[src/rtl/quad_pkg.sv]
// Shared types and defaults for the quad frame scheduler.
package quad_pkg;

    typedef logic [31:0] word_t;

    localparam word_t PAD_WORD_DEF = 32'h96877869;

    typedef enum logic [1:0] {
        ST_ARB,
        ST_COLLECT,
        ST_FULL
    } coll_state_t;

endpackage

[src/rtl/quad_msg_bank.sv]
// Double-buffered message store: one bank fills while the other is emitted.
module quad_msg_bank
    import quad_pkg::*;
#(
    parameter int MSG_WORDS = 5,
    parameter int IW        = $clog2(MSG_WORDS + 1)
) (
    input  logic          clk,
    input  logic          reset,
    input  logic          wr_en,
    input  word_t         wr_data,
    input  logic          swap,
    input  logic [IW-1:0] rd_idx,
    output word_t         rd_data,
    output logic [IW-1:0] wr_idx,
    output logic [IW-1:0] emit_len
);

    localparam int AW = (MSG_WORDS > 1) ? $clog2(MSG_WORDS) : 1;

    word_t mem [2][MSG_WORDS];
    logic  fill_sel;
    logic  emit_sel;

    assign emit_sel = ~fill_sel;
    assign rd_data  = mem[emit_sel][AW'(rd_idx)];

    // Bank select, fill index and emitted length; a swap hands the fill count over as the emit length.
    always_ff @(posedge clk) begin
        if (reset) begin
            fill_sel <= 1'b0;
            wr_idx   <= '0;
            emit_len <= '0;
        end else if (swap) begin
            fill_sel <= ~fill_sel;
            emit_len <= wr_idx;
            wr_idx   <= '0;
        end else if (wr_en) begin
            wr_idx <= wr_idx + 1'b1;
        end
    end

    // Word storage; contents need no reset because the lengths gate every read.
    always_ff @(posedge clk) begin
        if (wr_en) begin
            mem[fill_sel][AW'(wr_idx)] <= wr_data;
        end
    end

endmodule

[src/rtl/quad_sched.sv]
// Frame scheduler sharing one quad round core between NREQ message requesters.
//
// state      | meaning
// -----------+-----------------------------------------------------------
// ST_ARB     | round-robin pick of the next requester with a word waiting
// ST_COLLECT | accepting words from grant into the fill bank
// ST_FULL    | fill bank complete, waiting for the frame boundary to swap
module quad_sched
    import quad_pkg::*;
#(
    parameter int    NREQ      = 2,
    parameter int    FRAME_LEN = 20,
    parameter int    MSG_WORDS = 5,
    parameter word_t PAD_WORD  = PAD_WORD_DEF,
    localparam int   IDW       = (NREQ > 1) ? $clog2(NREQ) : 1
) (
    input  logic                 clk,
    input  logic                 reset,
    input  logic [NREQ-1:0]      req_valid,
    output logic [NREQ-1:0]      req_ready,
    input  word_t [NREQ-1:0]     req_data,
    input  logic [NREQ-1:0]      req_last,
    output word_t                Din,
    output logic                 phase_advance,
    output logic                 frame_start,
    output logic                 frame_valid,
    output logic [IDW-1:0]       frame_id,
    output logic                 trunc
);

    localparam int SW = $clog2(FRAME_LEN);
    localparam int IW = $clog2(MSG_WORDS + 1);

    coll_state_t    state;
    coll_state_t    state_nxt;
    logic [IDW-1:0] grant;
    logic [IDW-1:0] grant_nxt;
    logic [IDW-1:0] cand;
    logic [IDW-1:0] arb_sel;
    logic           arb_found;

    logic [SW-1:0]  slot;
    logic           frame_end;
    logic           accept;
    logic           at_cap;
    logic           wr_en;
    logic           swap;
    logic           trunc_nxt;

    logic           emit_valid;
    logic [IDW-1:0] emit_id;
    word_t          rd_data;
    logic [IW-1:0]  wr_idx;
    logic [IW-1:0]  emit_len;

    assign frame_end = (slot == SW'(FRAME_LEN - 1));
    assign accept    = (state == ST_COLLECT) && req_valid[grant];
    assign at_cap    = (wr_idx == IW'(MSG_WORDS - 1));

    quad_msg_bank #(
        .MSG_WORDS (MSG_WORDS),
        .IW        (IW)
    ) u_bank (
        .clk      (clk),
        .reset    (reset),
        .wr_en    (wr_en),
        .wr_data  (req_data[grant]),
        .swap     (swap),
        .rd_idx   (IW'(slot)),
        .rd_data  (rd_data),
        .wr_idx   (wr_idx),
        .emit_len (emit_len)
    );

    // Round-robin search beginning one past the previous grant.
    always_comb begin
        arb_found = 1'b0;
        arb_sel   = grant;
        cand      = '0;
        for (int i = 1; i <= NREQ; i++) begin
            cand = IDW'((int'(grant) + i) % NREQ);
            if (!arb_found && req_valid[cand]) begin
                arb_found = 1'b1;
                arb_sel   = cand;
            end
        end
    end

    // Ready depends only on registered state, never on req_valid.
    always_comb begin
        req_ready = '0;
        if (state == ST_COLLECT) begin
            req_ready[grant] = 1'b1;
        end
    end

    // Collector next-state, bank write/swap strobes and truncation detect.
    always_comb begin
        state_nxt = state;
        grant_nxt = grant;
        wr_en     = 1'b0;
        swap      = 1'b0;
        trunc_nxt = 1'b0;
        case (state)
            ST_ARB: begin
                if (arb_found) begin
                    grant_nxt = arb_sel;
                    state_nxt = ST_COLLECT;
                end
            end
            ST_COLLECT: begin
                if (accept) begin
                    wr_en = 1'b1;
                    if (req_last[grant]) begin
                        state_nxt = ST_FULL;
                    end else if (at_cap) begin
                        state_nxt = ST_FULL;
                        trunc_nxt = 1'b1;
                    end
                end
            end
            ST_FULL: begin
                if (frame_end) begin
                    swap      = 1'b1;
                    state_nxt = ST_ARB;
                end
            end
            default: state_nxt = ST_ARB;
        endcase
    end

    // Collector state and grant registers; grant starts at NREQ-1 so requester 0 wins first.
    always_ff @(posedge clk) begin
        if (reset) begin
            state <= ST_ARB;
            grant <= IDW'(NREQ - 1);
        end else begin
            state <= state_nxt;
            grant <= grant_nxt;
        end
    end

    // Free-running slot counter, frame ownership and registered core-side outputs.
    always_ff @(posedge clk) begin
        if (reset) begin
            slot          <= '0;
            emit_valid    <= 1'b0;
            emit_id       <= '0;
            Din           <= PAD_WORD;
            phase_advance <= 1'b0;
            frame_start   <= 1'b0;
            frame_valid   <= 1'b0;
            frame_id      <= '0;
            trunc         <= 1'b0;
        end else begin
            slot          <= frame_end ? '0 : slot + 1'b1;
            frame_start   <= (slot == '0);
            phase_advance <= frame_end;
            frame_valid   <= emit_valid;
            frame_id      <= emit_id;
            trunc         <= trunc_nxt;
            Din           <= (emit_valid && (slot < SW'(emit_len))) ? rd_data : PAD_WORD;
            if (frame_end) begin
                emit_valid <= swap;
                if (swap) begin
                    emit_id <= grant;
                end
            end
        end
    end

endmodule

[config.mk]
export PLATFORM = sky130hd
export DESIGN_NAME = quad_sched
export DESIGN_NICKNAME = d
export VERILOG_FILES = /design/src/rtl/quad_pkg.sv /design/src/rtl/quad_msg_bank.sv /design/src/rtl/quad_sched.sv
export SDC_FILE = /design/constraint.sdc
export NUM_CORES = 1
export LEC_CHECK = 0
export BUFFER_PORTS_ARGS = -buffer_cell sky130_fd_sc_hd__buf_2
export CAP_MARGIN = 25
export CORE_ASPECT_RATIO = 0.7
export CORE_MARGIN = 1.5
export CORE_UTILIZATION = 55
export DETAILED_ROUTE_END_ITERATION = 8
export MAX_ROUTING_LAYER = met4
export PLACE_DENSITY = 0.77
export SYNTH_ARGS = -nofsm -noshare
export SYNTH_HDL_FRONTEND = slang
export SYNTH_SLANG_ARGS = --single-unit
export TNS_END_PERCENT = 50
[constraint.sdc]
create_clock -name clk -period 5.2 [get_ports clk]
set_input_delay 0.78 -clock clk [delete_from_list [all_inputs] [get_ports clk]]
set_output_delay 0.78 -clock clk [all_outputs]
set_load 0.03 [all_outputs]
==> After elaboration in Yosys (flattened, before gate mapping) <==
Memory sizes are Yosys's and may differ from the RTL's.
Index checks and enable logic that the tools add are counted.
{ "totals": {"reg_bits": 54, "ramBits": 320, "mem_count": 1} }
{ "memory_table": {"columns": ["name", "depth", "word_bits", "read_ports", "rd_clocked_by_memory_dff", "write_ports", "line_no", "rtl"], "rows": [
  ["u_bank.mem", 2, 160, 1, 0, 1, "quad_msg_bank.sv:21", "word_t mem [2][MSG_WORDS];"]
]} }
{ "op_classes": {"n_addsub": 4, "n_lt_le_gt_ge": 8, "n_eq_ne": 8, "mux": 35, "bitwise": 6, "n_reduce_logical": 16} }
{ "op_table": {"columns": ["operator", "n"], "rows": [
  ["two-way mux 160 bit", 1],
  ["two-way mux 32 bit", 5],
  ["binary-select mux 32 bit (select 3 bit)", 1],
  ["demux 32 bit (select 3 bit)", 1],
  ["two-way mux 1 bit", 19],
  ["two-way mux 2 bit", 6],
  ["greater-or-equal comparator 4 bit (second input constant)", 2],
  ["NOT 3 -> 4 bit", 2],
  ["less-than comparator 1 x 2 -> 1 bit (second input constant)", 3],
  ["!= test 2 bit (second input constant)", 3],
  ["one-hot mux 2 bit (3 select lines)", 1],
  ["OR reduction 2 bit", 3],
  ["adder 5 x 1 -> 5 bit (second input constant)", 1],
  ["== test 5 bit (second input constant)", 1],
  ["logical AND 1 bit", 5],
  ["zero test 5 bit", 1],
  ["less-than comparator 5 x 3 -> 1 bit", 1],
  ["less-than comparator 4 x 1 -> 1 bit (second input constant)", 1],
  ["NOT 1 bit", 4],
  ["AND reduction 4 bit", 1],
  ["OR reduction 4 bit", 1],
  ["adder 3 x 1 -> 3 bit (second input constant)", 1],
  ["== test 3 bit (second input constant)", 1],
  ["!= test 3 x 2 -> 1 bit (second input constant)", 1],
  ["other kinds (10)", 11]
]} }

==> Depth between registers and ports, before layout <==
Gate-level depths: netlist of run 1.
{ "depth": {"word_depth": 9, "ltp_mapped": 7, "mapped_depth_nobuf": 5} }

==> Modules after synthesis <==
A second synthesis of run 1 with hierarchy kept.
{ "unflattened": {"hier_cells": 861, "hier_area_um2": 14999.4} }
{ "modules_own_cells": {"columns": ["module", "instances", "cells_per_inst", "area_each_um2", "seq_area_each_um2"], "rows": [
  ["quad_msg_bank", 1, 657, 12768.5, 9749.4],
  ["quad_sched", 1, 204, 2230.9, 940.9]
]} }

==> Least setup slack after synthesis of run 1 <==
OpenSTA, ideal clock, no wires.
{ "synth_path": {"kind": "input-to-reg", "startpoint": "input req_valid[1]", "endpoint": "memory u_bank.mem[0][32] in the netlist's numbering, enable pin", "setup_time_ns": 0.501, "arrival_ns": 4.323, "required_ns": 4.699, "path_slack_ns": 0.375, "cell_stages": 4, "path_cell_list": "mux2i_1 nor2_1 nand2_1 nor4_1"} }
{ "synth_between": {"elab_chain_len": 7} }
{ "synth_lines": {"columns": ["item", "line_no", "rtl"], "rows": [
  ["start, declared", "quad_sched.sv:19", "input logic [NREQ-1:0] req_valid,"],
  ["two-way mux 1 bit (not written as such) (2 in series)", "quad_sched.sv:57", "assign accept = (state == ST_COLLECT) && req_valid[grant];"],
  ["logical AND 1 bit", "quad_sched.sv:57", null],
  ["two-way mux 1 bit", "quad_sched.sv:112", "if (accept) begin"],
  ["two-way mux 1 bit", "quad_sched.sv:104", "case (state)"],
  ["two-way mux 1 bit", "quad_msg_bank.sv:45", "if (wr_en) begin"],
  ["two-way mux 160 bit (not written as such)", "quad_msg_bank.sv:46", "mem[fill_sel][AW'(wr_idx)] <= wr_data;"],
  ["end, declared", "quad_msg_bank.sv:21", null]
]} }
No other way between the ends. The select of a mux whose other input is x is not followed.

==> Worst setup path after layout of run 1 <==
{ "layout_path": {"startpoint": "register u_bank.fill_sel", "endpoint": "register Din[21]"} }
{ "layout_between": {"elab_chain_len": 5} }
{ "layout_lines": {"columns": ["item", "line_no", "rtl"], "rows": [
  ["start, declared", "quad_msg_bank.sv:22", "logic fill_sel;"],
  ["start signal, assigned", "quad_msg_bank.sv:35", "fill_sel <= ~fill_sel;"],
  ["NOT 1 bit", "quad_msg_bank.sv:25", "assign emit_sel = ~fill_sel;"],
  ["memory (2 x 160 bit)", null, null],
  ["binary-select mux 32 bit (select 3 bit)", "quad_msg_bank.sv:26", "assign rd_data = mem[emit_sel][AW'(rd_idx)];"],
  ["two-way mux 32 bit (not written as such) (2 in series)", "quad_msg_bank.sv:26", null],
  ["end signal, assigned", "quad_sched.sv:162", "Din <= (emit_valid && (slot < SW'(emit_len))) ? rd_data : PAD_WORD;"],
  ["end, declared", "quad_sched.sv:23", "output word_t Din,"]
]} }
No other way between the ends. The select of a mux whose other input is x is not followed.
A chain may end at the register's enable or synchronous reset.

==> impl_metrics.csv, run 1 <==
group,metric,value,unit
clock_tree,clkSinkCount,374,
power_and_ir_drop,swShare,21.16,%
setup_path,worstSetupStartpointType,"register",
grt,grt_max_degree,54,
power_and_ir_drop,pwr-share-clk,40.0,%
setup_path,critPathLaunch,"u_bank.fill_sel",
sta,finalMaxSlewViolations,0,
clock_tree,path_clk_slew,0.07,ns
floorplan,core-area,25690,um2
layout,fillers,1754,
hold_path,whs_path_depth,2,
sta,finalSetupTns,0,ns
layout,syn2layout_area_growth,14.04,%
placement,dp_cells,1211,
synth,synth-edff-count,320,
route,dr.pass1.iters,5,
power_and_ir_drop,ir_drop,265.6,uV
synth,synth_compound_area_share,2.746,%
placement,dpl.hpwl,16130,um
floorplan,initial_utilization,56.04,%
placement,port_buffers,108,
setup_path,crit_required,5.64,ns
synth,synth_top_area_cell,"edfxtp_1",
placement,gp_congestion,0.7635,
synth,synth_area_leaders,"edfxtp_1 67%, dfxtp_1 7.5%, mux4_2 7.2%",
floorplan,fp.dieArea,27170,um2
synth,seq_area_frac_synth,74.26,%
setup_path,reg2reg_to,"Din[21]",
clock_tree,cts_setup_buffers,0,
power_and_ir_drop,p_int,4808,uW
synth,yosysTopAreaCellShare,66.75,%
sta,slew_headroom,31.24,%
synth,synth_seq_cells,374,
route,vias_per_cell,5.956,
floorplan,ios,109,
sta,min_period_over_period,50.95,%
sta,worst_pin_slew,1.027,ns
sta,rsz0062_at_grt,"no",
synth,synthCells,796,
sta,fin_skew,0.01122,ns
setup_path,cp_max_fo,53,
hold_path,min_from,"emit_id",
clock_tree,numCtsBuffers,34,
grt,antenna_found_initial,0,
route,drcViolationCount,0,
sta,setup_violations,0,
synth,syn_area_per_cell,18.09,um2
synth,yosysUniqueCellTypes,42,
route,wire_per_inst,22.75,um
clock_tree,tritoncts,"yes",
run_status,outcome,"completed",
synth,async_reset_ff_share,0,%
clock_tree,clock_latency,0.51,ns
power_and_ir_drop,p_per_area,371.4,nW/um2
layout,final_cells,1272,
layout,nets,992,
layout,n_antenna_cell,0,
setup_path,critical_path_class,"register to register",
sta,hold_viol_final,0,
grt,grt_first_pass_wirelength,44510,um
route,vias,7576,
synth,ys_warn_count,0,
synth,synth_fa_ha_area_share,0.5215,%
floorplan,placementRows,49,
hold_path,worstHoldPathType,"register to register",
synth,syn_area,14400,um2
synth,synth_ff_type,"edfxtp_1",
route,wl,28930,um
synth,synthMuxAreaShare,15.08,%
clock_tree,postCtsHoldBufs,0,
route,postRouteAntennaNets,0,
power_and_ir_drop,power.total,6098,uW
power_and_ir_drop,p_seq_share,54.8,%
layout,layout-drive-gt1-share,33.26,%
setup_path,ff2ff_setup_slack,2.55,ns
synth,synth_top_family_by_area,"multiplexers",
clock_tree,cts_root_buf,"clkbuf_16",
floorplan,fp.dieW,196.4,um
sta,fmax,377.4,MHz
job,cap_viol_max_count,0,
power_and_ir_drop,p_comb_share,5.2,%
setup_path,worstPathArrival,3.09,ns
synth,synthSimpleGateAreaFrac,4.806,%
grt,grt_usage,22.33,%
grt,gr-total-overflow,0,
sta,min_period,2.649,ns
setup_path,reg2reg_from,"u_bank.fill_sel",
setup_path,ff2ff_path_depth,5,
synth,synth_fp_nets,872,
hold_path,min_to,"emit_id",
floorplan,fp.dieH,138.4,um
setup_path,endpoint_kind,"register",
synth,synth_xor_area_share,0.3042,%
clock_tree,cts_resized,0,
power_and_ir_drop,leakage,0.005333,uW
clock_tree,htreeDepth,2,
sta,fin_hold_ws,0.4526,ns
clock_tree,cts_buffer_depth,3,
grt,first_global_vias,7564,
power_and_ir_drop,power_switching,1290,uW
route,drt_iter0_markers,749,
[power groups by stage]
stage	Combinational [uW]	Clock [uW]	Sequential, uW
after floorplan	196	0	3400
final	316	2440	3340
after global placement	303	0	3400
after global routing	345	2610	3340
after detailed placement	316	0	3410
after CTS	317	2480	3340
[state kept, by name, summed over array words and instances, names as in the netlist]
register and flops:
frame_id 1, frame_start 1, u_bank.emit_len 3, trunc 1, frame_valid 1, slot 5
u_bank.mem 320, emit_valid 1, Din 32, phase_advance 1, grant 1, u_bank.wr_idx 3
u_bank.fill_sel 1, state 2, emit_id 1
[area by class of cell]
| cell class | instances | area (um2) | area share (%) |
|---|---|---|---|
| flip-flops and latches | 374 | 10700 | 65.15 |
| repair buffers | 129 | 743.2 | 4.527 |
| inverters | 7 | 26.28 | 0.1600 |
| clock buffers | 41 | 960.9 | 5.853 |
| well taps | 331 | 414.1 | 2.522 |
| multi-input cells | 370 | 3440 | 20.95 |
| clock inverters | 20 | 137.6 | 0.8383 |
[cell families after synthesis]
group,count (synthesis)
flip-flops,374
multiplexers,148
AND/OR/NAND/NOR,146
AO/OA/AOI/OAI,65
buffers and inverters,52
adder cells (fa/ha/maj),6
XOR/XNOR,5
[critical path, stage by stage, from the launching register on]
cell      delay, ns
dfxtp_4        0.78
buf_4          0.83
mux2i_1        0.19
a221oi_1       0.41
o21ai_1        0.14
a21oi_1        0.17
[layout by cell type, fill, tap and decap left out, types with 3 or more instances in the layout]
master / count
edfxtp_1: 320
buf_2: 108
nand2_1: 79
mux2_2: 65
dfxtp_1: 51
mux4_2: 46
clkbuf_16: 37
mux2i_1: 35
a21oi_1: 24
buf_4: 18
a221oi_1: 16
nand4_1: 16
o21ai_1: 14
clkinv_2: 9
nor2_1: 8
inv_1: 7
o21ai_0: 7
ha_1: 6
nor3_1: 5
xnor2_1: 5
nand2b_1: 4
nor3b_1: 4
clkinvlp_4: 4
clkinv_1: 4
nor2_4: 3
nor2b_1: 3
nor3_2: 3
nor4_2: 3
[metal layers]
metal	vias up	track usage, %	wire (um)
met5	-	-	0
met4	0	4.453	405
met3	36	3.977	2084
met2	305	33.43	13490
met1	3869	32.68	12950
li1	3366	-	-
[synth_stat cells (2+ instances only)]
cell      count
xnor2_1       5
nor4_1        5
nor3_1        8
mux2i_1      35
mux4_2       46
nand2b_1      4
and3_1        3
buf_6         5
edfxtp_1    320
mux4_1        2
mux2_2       65
o21ai_0       7
o21ai_1      14
nor2_1       12
nand4_1      16
nand2_1      79
nor2b_1       4
nor3b_1       4
inv_1         7
a221oi_1     16
and2_1        2
dfxtp_1      54
buf_1         2
or2_2         2
ha_1          6
a21oi_1      24
clkbuf_1     15
buf_8         5
buf_2        16
[how the worst max path moves through the flow]
| stage | endpoint | slack [ns] | depth (start not counted) |
|---|---|---|---|
| after floorplan | u_bank.mem[0][32] | 0.38 | 4 |
| after global placement | u_bank.mem[1][56] | 2.33 | 5 |
| after detailed placement | Din[11] | 2.53 | 4 |
| after CTS | Din[21] | 2.52 | 5 |
| after global routing | Din[21] | 2.37 | 5 |
| final | Din[21] | 2.55 | 5 |
[stage by stage]
| stage | utilization, % | area, um2 | setup WS (ns) |
|---|---|---|---|
| floorplan | - | 14400 | 0.3753 |
| global route | 63.91 | 16420 | 2.374 |
| global placement | 59.37 | 15250 | 2.334 |
| CTS | 63.91 | 16420 | 2.523 |
| detailed placement | 59.64 | 15320 | 2.530 |
| finish | 63.91 | 16420 | 2.551 |
Note: power is estimated with default switching activity, not from simulation.
==> inputs of run 2 (changes only) <==
==> constraint.sdc (replaced) <==
create_clock -name clk -period 2.8 [get_ports clk]
set_input_delay 0.42 -clock clk [delete_from_list [all_inputs] [get_ports clk]]
set_output_delay 0.42 -clock clk [all_outputs]
set_load 0.03 [all_outputs]
==> impl_metrics.csv, run 2 (synthesis results as in run 1) <==
group,metric,value,unit
setup_path,critical_path.endpoint,"u_bank.mem[0][34]",
placement,port_buffers,108,
floorplan,fp.dieH,138.4,um
layout,layout-drive-gt1-share,33.82,%
power_and_ir_drop,power.total,11870,uW
clock_tree,path_clk_slew,0.07,ns
floorplan,fp.dieArea,27170,um2
setup_path,worstPathArrival,2.42,ns
power_and_ir_drop,p_per_area,710.5,nW/um2
layout,top_regs,"u_bank.mem x320, Din x32, slot x5",
route,vias,7634,
sta,hold_viol_final,0,
setup_path,path_cells,"nand2b_1 > nor2_1 > nand2_1 > nor4_4 > buf_12",
sta,fin_skew,0.01688,ns
sta,min_period,2.218,ns
sta,finalMaxSlewViolations,0,
sta,worst_slack,0.5825,ns
clock_tree,clkSinkCount,374,
setup_path,crit_slowest_cell,"nor4_4",
clock_tree,cts_setup_buffers,0,
layout,regMostFlops,"u_bank.mem",
clock_tree,cts_root_buf,"clkbuf_16",
power_and_ir_drop,ir_drop,628.9,uV
layout,nets,1006,
route,drcViolationCount,0,
setup_path,critical_path_class,"register to register",
setup_path,ff2ff_path_depth,5,
setup_path,crit_buf_inv,1,
power_and_ir_drop,leakage,0.005453,uW
setup_path,cpLargestDelayFamily,"simple AND/OR/NAND/NOR gates",
floorplan,core-area,25690,um2
placement,gp_congestion,0.7856,
grt,grt_max_degree,49,
layout,syn2layout_area_growth,16.07,%
grt,met1_usage,34.01,%
layout,largest_register_ffs,320,
hold_path,worstHoldPathType,"input port to register",
setup_path,reg2reg_to,"u_bank.mem[0][34]",
floorplan,fp.dieW,196.4,um
route,wire_per_inst,23.06,um
setup_path,cp_max_fo,28,
placement,dpl.hpwl,17720,um
clock_tree,postCtsHoldBufs,0,
sta,slew_headroom,57.80,%
grt,grt.busiest_layer,"met2",
route,wl,29730,um
hold_path,whs_path_depth,3,
setup_path,critical_path_cell_count,5,
setup_path,critPathLaunch,"state[1]",
grt,antenna_found_initial,0,
route,dr.pass1.iters,6,
setup_path,reg2reg_from,"state[1]",
layout,final_cell_mix,"320 x edfxtp_1, 108 x buf_2, 79 x nand2_1",
clock_tree,numCtsBuffers,36,
grt,grt_use_met2,34.30,%
layout,final_common_cell,"edfxtp_1",
sta,worst_pin_slew,0.6329,ns
layout,n_antenna_cell,0,
floorplan,initial_utilization,56.04,%
grt,grt_first_pass_wirelength,45860,um
route,postRouteAntennaNets,0,
sta,fmax,451.0,MHz
setup_path,ff2ff_setup_slack,0.58,ns
placement,place_ws,0.4824,ns
floorplan,placementRows,49,
grt,gr-total-overflow,0,
clock_tree,htreeDepth,2,
clock_tree,cts_buffer_depth,3,
clock_tree,tritoncts,"yes",
grt,grt_usage,23.15,%
setup_path,endpoint_kind,"register",
floorplan,ios,109,
sta,min_period_over_period,79.20,%
sta,rsz0062_at_grt,"no",
setup_path,crit_required,3.00,ns
setup_path,critPathMaxStageDelay,0.43,ns
setup_path,worstSetupStartpointType,"register",
sta,setup_violations,0,
grt,use_met3,3.830,%
grt,first_global_vias,7831,
route,vias_per_cell,5.922,
clock_tree,clock_latency,0.52,ns
route,drt_iter0_markers,719,
job,cap_viol_max_count,0,
clock_tree,cts_resized,0,
run_status,outcome,"completed",
==> run 2: cell type report <==
| type | count | area (um2) |
|---|---|---|
| fillers | 1716 | 8979 |
| multi-input cells | 370 | 3467 |
| well taps | 331 | 414.1 |
| inverters | 7 | 26.28 |
| repair buffers | 141 | 863.3 |
| clock inverters | 17 | 231.5 |
| clock buffers | 49 | 1011 |
| flip-flops and latches | 374 | 10700 |
==> run 2: stage by stage <==
step / hold slack [ns] / util [%] / TNS, ns / area (um2) / cells
finish: 0.2290 / 65.05 / 0 / 16710 / 1289
global route: 0.2239 / 65.05 / 0 / 16710 / 1289
CTS: 0.2138 / 65.05 / 0 / 16710 / 1289
detailed placement: 0.4426 / 60.21 / 0 / 15470 / 1223
global placement: 0.4388 / 60.21 / 0 / 15470 / 1223
floorplan: 0.4315 / - / -92.24 / 14420 / 796
==> run 2: power breakdown <==
group          internal, uW  switching (uW)  leakage (uW)
Clock                  3020            2040      0.000586
Combinational           201             401       0.00155
Sequential             6180            34.1       0.00332
Total                  9400            2470       0.00545
==> run 2: layer usage <==
| metal | wire length, um | share of wire [%] |
|---|---|---|
| met5 | 0 | 0 |
| met4 | 468 | 1.6 |
| met3 | 2101 | 7.1 |
| met2 | 13840 | 47 |
| met1 | 13320 | 45 |
==> run 2: worst register-to-register path, cell delays in order, from the launching register on <==
cell and delay, ns:
dfxtp_1 0.33, nand2b_1 0.21, nor2_1 0.32, nand2_1 0.29, nor4_4 0.43, buf_12 0.28
==> run 2: worst min path at each step <==
stage | start | end | slack [ns]
CTS | req_last[0] | trunc | 0.21
finish | req_last[0] | trunc | 0.23
floorplan | u_bank.emit_len[0] | u_bank.emit_len[0] | 0.43
global route | req_last[0] | trunc | 0.22
detailed placement | emit_valid | emit_valid | 0.44
global placement | emit_id | emit_id | 0.44
